$ cat src/rtl/decomp_pkg.sv
// Shared types and widths for the codebook-lookup sequencer (decomp_seq).
package decomp_pkg;

    typedef enum logic [1:0] {
        IDLE   = 2'd0,
        LOAD   = 2'd1,
        DECODE = 2'd2,
        DONE   = 2'd3
    } state_t;

    localparam int unsigned TAG_W         = 6;
    localparam int unsigned WORD_W        = 24;
    localparam int unsigned TAGS_PER_WORD = 4;
    localparam int unsigned CB_AW         = 6;
    localparam int unsigned CNT_W         = 3;

endpackage

$ cat src/rtl/decomp_seq_tag_unpacker.sv
// Tag buffer for DECODE: holds one stream word, emits its four 6-bit tags
// lowest first, and asks for the next word early enough for 1 tag/cycle.
module decomp_seq_tag_unpacker
    import decomp_pkg::*;
(
    input  logic              clk,
    input  logic              rst,
    input  logic              clear,
    input  logic              en,
    input  logic              want,
    input  logic              in_valid,
    input  logic [WORD_W-1:0] in_data,
    output logic              in_ready,
    output logic              tag_vld,
    output logic [TAG_W-1:0]  tag,
    output logic [CNT_W-1:0]  buf_cnt
);

    logic [WORD_W-1:0] tag_buf;
    logic [CNT_W-1:0]  cnt_q;

    // Ready while empty or on the last tag so a reload can follow without a gap.
    assign in_ready = en && want && (cnt_q <= CNT_W'(1));
    assign tag_vld  = en && (cnt_q != '0);
    assign tag      = tag_buf[TAG_W-1:0];
    assign buf_cnt  = cnt_q;

    always_ff @(posedge clk) begin
        if (rst || clear) begin
            tag_buf <= '0;
            cnt_q   <= '0;
        end else if (in_ready && in_valid) begin
            tag_buf <= in_data;
            cnt_q   <= CNT_W'(TAGS_PER_WORD);
        end else if (tag_vld) begin
            tag_buf <= tag_buf >> TAG_W;
            cnt_q   <= cnt_q - CNT_W'(1);
        end
    end

endmodule

$ cat src/rtl/decomp_seq.sv
// Sequencer feeding the codebook-lookup stage: loads CB_SIZE codewords, then
// streams packed tags as lookups with aligned pixel writes.
// Optional tag range check: define DECOMP_TAG_RANGE_CHK_EN.
module decomp_seq
    import decomp_pkg::*;
#(
    parameter int unsigned CB_SIZE = 64,
    parameter int unsigned NUM_PIX = 4096,
    parameter int unsigned PA_W    = 12
) (
    input  logic              clk,
    input  logic              rst,
    input  logic              start,
    input  logic              in_valid,
    output logic              in_ready,
    input  logic [WORD_W-1:0] in_data,
    output logic              weight_en,
    output logic [CB_AW-1:0]  weight_A,
    output logic [WORD_W-1:0] weight_data,
    output logic              tag_en,
    output logic [TAG_W-1:0]  tag_A,
    output logic              pix_we,
    output logic [PA_W-1:0]   pix_A,
    output logic              busy,
    output logic              done,
    output logic              err
);

    localparam int unsigned PC_W = PA_W + 1;

    state_t            state_q, state_d;
    logic [CB_AW-1:0]  load_cnt;
    logic [PA_W-1:0]   pix_cnt;
    logic [CNT_W-1:0]  buf_cnt;
    logic [TAG_W-1:0]  tag;
    logic              tag_vld;
    logic              dec_ready;
    logic              want;
    logic              start_ok;
    logic              load_accept;
    logic              last_load;
    logic              last_pix;

    assign start_ok    = start && (state_q == IDLE || state_q == DONE);
    assign load_accept = (state_q == LOAD) && in_valid;
    assign last_load   = load_accept && (load_cnt == CB_AW'(CB_SIZE - 1));
    assign last_pix    = tag_vld && (pix_cnt == PA_W'(NUM_PIX - 1));
    // Stop accepting once buffered tags already cover the rest of the image.
    assign want        = (PC_W'(pix_cnt) + PC_W'(buf_cnt)) < PC_W'(NUM_PIX);

    decomp_seq_tag_unpacker u_unpack (
        .clk      (clk),
        .rst      (rst),
        .clear    (start_ok),
        .en       (state_q == DECODE),
        .want     (want),
        .in_valid (in_valid),
        .in_data  (in_data),
        .in_ready (dec_ready),
        .tag_vld  (tag_vld),
        .tag      (tag),
        .buf_cnt  (buf_cnt)
    );

    always_ff @(posedge clk) begin
        if (rst) state_q <= IDLE;
        else     state_q <= state_d;
    end

    always_comb begin
        state_d = state_q;
        case (state_q)
            IDLE, DONE: if (start)     state_d = LOAD;
            LOAD:       if (last_load) state_d = DECODE;
            DECODE:     if (last_pix)  state_d = DONE;
            default:                   state_d = IDLE;
        endcase
    end

    // Codeword write port and image counters.
    always_ff @(posedge clk) begin
        if (rst) begin
            load_cnt    <= '0;
            pix_cnt     <= '0;
            weight_en   <= 1'b0;
            weight_A    <= '0;
            weight_data <= '0;
        end else begin
            weight_en <= load_accept;
            if (load_accept) begin
                weight_A    <= load_cnt;
                weight_data <= in_data;
                load_cnt    <= load_cnt + CB_AW'(1);
            end
            if (start_ok) begin
                load_cnt <= '0;
                pix_cnt  <= '0;
            end else if (tag_vld) begin
                pix_cnt <= pix_cnt + PA_W'(1);
            end
        end
    end

    assign in_ready = (state_q == LOAD) || dec_ready;
    assign tag_en   = tag_vld;
    assign pix_we   = tag_vld;
    assign tag_A    = tag_vld ? tag : '0;
    assign pix_A    = tag_vld ? pix_cnt : '0;
    assign busy     = (state_q == LOAD) || (state_q == DECODE);
    assign done     = (state_q == DONE);

`ifdef DECOMP_TAG_RANGE_CHK_EN
    logic err_q;

    always_ff @(posedge clk) begin
        if (rst || start_ok)
            err_q <= 1'b0;
        else if (tag_vld && ({1'b0, tag} >= (TAG_W + 1)'(CB_SIZE)))
            err_q <= 1'b1;
    end

    assign err = err_q;
`else
    assign err = 1'b0;
`endif

endmodule

$ cat config.mk
export PLATFORM = sky130hd
export DESIGN_NAME = decomp_seq
export DESIGN_NICKNAME = d
export VERILOG_FILES = /design/src/rtl/decomp_pkg.sv /design/src/rtl/decomp_seq_tag_unpacker.sv /design/src/rtl/decomp_seq.sv
export SDC_FILE = /design/constraint.sdc
export NUM_CORES = 1
export LEC_CHECK = 0
export CAP_MARGIN = 30
export CELL_PAD_IN_SITES_DETAIL_PLACEMENT = 1
export CELL_PAD_IN_SITES_GLOBAL_PLACEMENT = 1
export CORE_UTILIZATION = 46
export CTS_CLUSTER_DIAMETER = 80
export CTS_CLUSTER_SIZE = 25
export DETAILED_ROUTE_END_ITERATION = 10
export DONT_BUFFER_PORTS = 1
export GPL_TIMING_DRIVEN = 0
export MAX_ROUTING_LAYER = met4
export PLACE_DENSITY = 0.84
export SETUP_SLACK_MARGIN = 0.05
export SYNTH_ARGS = -nofsm -noshare
export SYNTH_HDL_FRONTEND = slang
export SYNTH_SLANG_ARGS = --single-unit
$ cat constraint.sdc
create_clock -name clk -period 2.3 [get_ports clk]
set_input_delay 0.115 -clock clk [delete_from_list [all_inputs] [get_ports clk]]
set_output_delay 0.115 -clock clk [all_outputs]
set_load 0.01 [all_outputs]
==> flow_metrics.env <==
export IMPL_status="complete, no violations"
export IMPL_worstSetupPathType="reg2out"
export IMPL_drt_iter0_markers=130
export IMPL_synth_simple_area_share_pct=22.2
export IMPL_netlist_area_um2=3520
export IMPL_synthXorXnorAreaFrac_pct=3.98
export IMPL_grt_pass1_wl_um=16800
export IMPL_antenna_cells=0
export IMPL_crit_family="buffers and inverters"
export IMPL_core_area_um2=7330
export IMPL_critical_path_max_stage_delay_ns=0.44
export IMPL_design_area_um2=4120
export IMPL_worst_slew_pin_transition_ns=0.762
export IMPL_internal_power_mw=2.37
export IMPL_cts_resized=0
export IMPL_layout_drive_gt1_share_pct=11.6
export IMPL_gp_congestion=0.779
export IMPL_critPathRequiredTime_ns=2.18
export IMPL_synth_cell_types=39
export IMPL_n_fill_cell=867
export IMPL_synth_compound_area_share_pct=14.8
export IMPL_numCtsBuffers=9
export IMPL_relSlewSlack_pct=49.2
export IMPL_synthFlopType="dfxtp_1"
export IMPL_ys_ff_latch=78
export IMPL_die_x_um=89.5
export IMPL_syn_num_nets=444
export IMPL_cts_buffer_depth=2
export IMPL_path_clk_slew_ns=0.09
export IMPL_vias=3071
export IMPL_clock_skew_final_ns=0.0103
export IMPL_cap_violations=0
export IMPL_dp_hpwl_um=6890
export IMPL_dpl_worst_slack_ns=0.299
export IMPL_post_route_period_util_pct=92.0
export IMPL_dr_pass1_iters=4
export IMPL_first_global_vias=3189
export IMPL_path_buf_inv=5
export IMPL_maxSlewViolCount=0
export IMPL_synth_top_family_by_area="simple AND/OR/NAND/NOR gates"
export IMPL_setup_ws_ns=0.184
export IMPL_finalHoldViolCount=0
export IMPL_grt_max_degree=14
export IMPL_syn_area_per_cell_um2=8.67
export IMPL_rows=31
export IMPL_wl_per_cell_um=20.0
export IMPL_powerDensity_nw_per_um2=862
export IMPL_irDropWorstVdd_mv=0.450
export IMPL_clock_root_buffer="clkbuf_8"
export IMPL_register_area_um2=1560
export IMPL_final_cell_mix="82 x nand2_1, 78 x dfxtp_1, 42 x a21oi_1"
export IMPL_crit_top_cell="buf_6"
export IMPL_htree_levels=3
export IMPL_fin_crit_ns=2.12
export IMPL_num_io_pins=83
export IMPL_synth_edf_count=0
export IMPL_fmax_mhz=473
export IMPL_hold_class="in2reg"
export IMPL_drc=0
export IMPL_p_leak_nw=1.55
export IMPL_syn_to_final_growth_pct=17.1
export IMPL_overflow=0
export IMPL_postRouteAntennaNets=0
export IMPL_power_switching_mw=1.18
export IMPL_port_buffers=0
export IMPL_die_area_um2=8010
export IMPL_layout_commonest_cell="nand2_1"
export IMPL_antenna_found_initial=0
export IMPL_track_usage_pct=29.9
export IMPL_cp_arrival_ns=2.00
export IMPL_die_h_um=89.5
export IMPL_cp_max_fo=11
export IMPL_final_setup_tns_ns=0
export IMPL_pwr_share_clk_pct=33.0
export IMPL_nNetsFinal=481
export IMPL_initial_utilization_pct=48.0
export IMPL_ys_warnings_count=0
export IMPL_startpoint_type="flop"
export IMPL_p_comb_share_pct=22.0
export IMPL_seqPwrFrac_pct=45.0
export IMPL_clk_latency_ns=0.36
export IMPL_placed_cell_area_um2=3640
export IMPL_slowest_stage="dfxtp_1"
export IMPL_cts_tree="yes"
export IMPL_synthArstFlopShare_pct=0
export IMPL_synth_adder_area_share_pct=3.55
export IMPL_viasPerCell=5.62
export IMPL_synthCells=406
export IMPL_setup_viol=0
export IMPL_cts_sinks=78
export IMPL_multi_input_area_um2=1750
export IMPL_switching_share_pct=33.3
export IMPL_ys_seq_area_share_pct=44.3
export IMPL_worst_setup_path_end_kind="primary output"
export IMPL_wirelength_um=10900
export IMPL_path_cells="inv_1 -> ha_1 -> nand2b_1 -> buf_6 -> nand2_4 -> inv_4 -> buf_6 -> buf_4"
export IMPL_synth_mux_area_share_pct=5.12
export IMPL_rsz0062_at_grt="false"
layout make-up:
cell class,instances,share of cell area (%)
Multi-Input combinational cell,288,42.5
Sequential cell,78,37.9
Timing Repair Buffer,26,6.25
Buffer,28,3.92
Clock buffer,10,3.34
Tap cell,99,3.00
Clock inverter,5,2.00
Inverter,12,1.15
metal layers:
| metal | routed length (µm) | up-vias | GRT usage, % |
|---|---|---|---|
| met5 | 0 | - | - |
| met4 | 302 | 0 | 13.1 |
| met3 | 510 | 27 | 7.57 |
| met2 | 5660 | 110 | 51.3 |
| met1 | 4450 | 1490 | 32.8 |
| li1 | - | 1444 | - |
per-stage QoR:
stage | hold slack (ns) | std cells | util [%] | total power, mW
detailed placement | 0.261 | 505 | 49.7 | 2.33
global placement | 0.253 | 505 | 49.7 | 2.29
CTS | 0.0131 | 545 | 56.1 | 3.53
finish | 0.0134 | 546 | 56.2 | 3.55
global route | 0.00878 | 546 | 56.2 | 3.71
floorplan | 0.251 | 406 | - | 2.13
power groups by stage:
stage	clock, mW	combinational, mW	sequential, mW
2_1_floorplan	0	0.538	1.59
3_3_place_gp	0	0.670	1.62
3_5_place_dp	0	0.706	1.62
4_1_cts	1.17	0.761	1.59
5_1_grt	1.25	0.855	1.61
6_report	1.17	0.783	1.60
worst reg2reg max path, stage by stage (launching register included):
cell	delay, ns
dfxtp_1	0.44
inv_1	0.10
ha_1	0.22
nand2b_1	0.08
buf_6	0.14
nand2_4	0.13
inv_4	0.20
buf_6	0.21
mux2i_1	0.32
a211oi_2	0.13
path summary, 6_finish.rpt:
kind / to / cells after the start / slack, ns / from
worst max-delay path: tag_en / 8 / 0.18 / u_unpack.buf_cnt[0]$_SDFFE_PP0N_
worst min-delay path: u_unpack.tag_buf[10]$_SDFFE_PP0P_ / 2 / 0.01 / in_data[10]
worst max register to register: u_unpack.tag_buf[4]$_SDFFE_PP0P_ / 9 / 0.20 / u_unpack.buf_cnt[0]$_SDFFE_PP0N_
worst min register to register: u_unpack.tag_buf[18]$_SDFFE_PP0P_ / 2 / 0.48 / u_unpack.tag_buf[18]$_SDFFE_PP0P_
synth_stat cells, types with 9 or more instances:
master,instances,area [µm²]
nand2_1,82,308
dfxtp_1,78,1560
a21oi_1,42,210
nor2_1,41,154
mux2i_1,18,180
a211oi_2,16,200
and3_1,15,93.8
clkbuf_1,15,56.3
inv_1,11,41.3
ha_1,10,125
xnor2_1,10,87.6
nand3_1,9,45.0
flip-flops by register name (all words and copies together), names as in the netlist:
name              flops
weight_A              6
load_cnt              6
weight_data          24
pix_cnt              12
u_unpack.tag_buf     24
weight_en             1
u_unpack.buf_cnt      3
state_q               2
logic make-up after synthesis:
logic type               Yosys count
AO/OA/AOI/OAI                     72
XOR/XNOR                          16
buffers and inverters             40
adder cells (fa/ha/maj)           10
multiplexers                      18
AND/OR/NAND/NOR                  171
other                              1
flip-flops                        78
timing repair:
item | in CTS | in global routing
buffers inserted | 0 | 0
endpoints found under the setup margin | 0 | 0
hold buffers | 25 | 0
hold endpoints to repair | 42 | 0
Power figures use the tool's default switching activity.
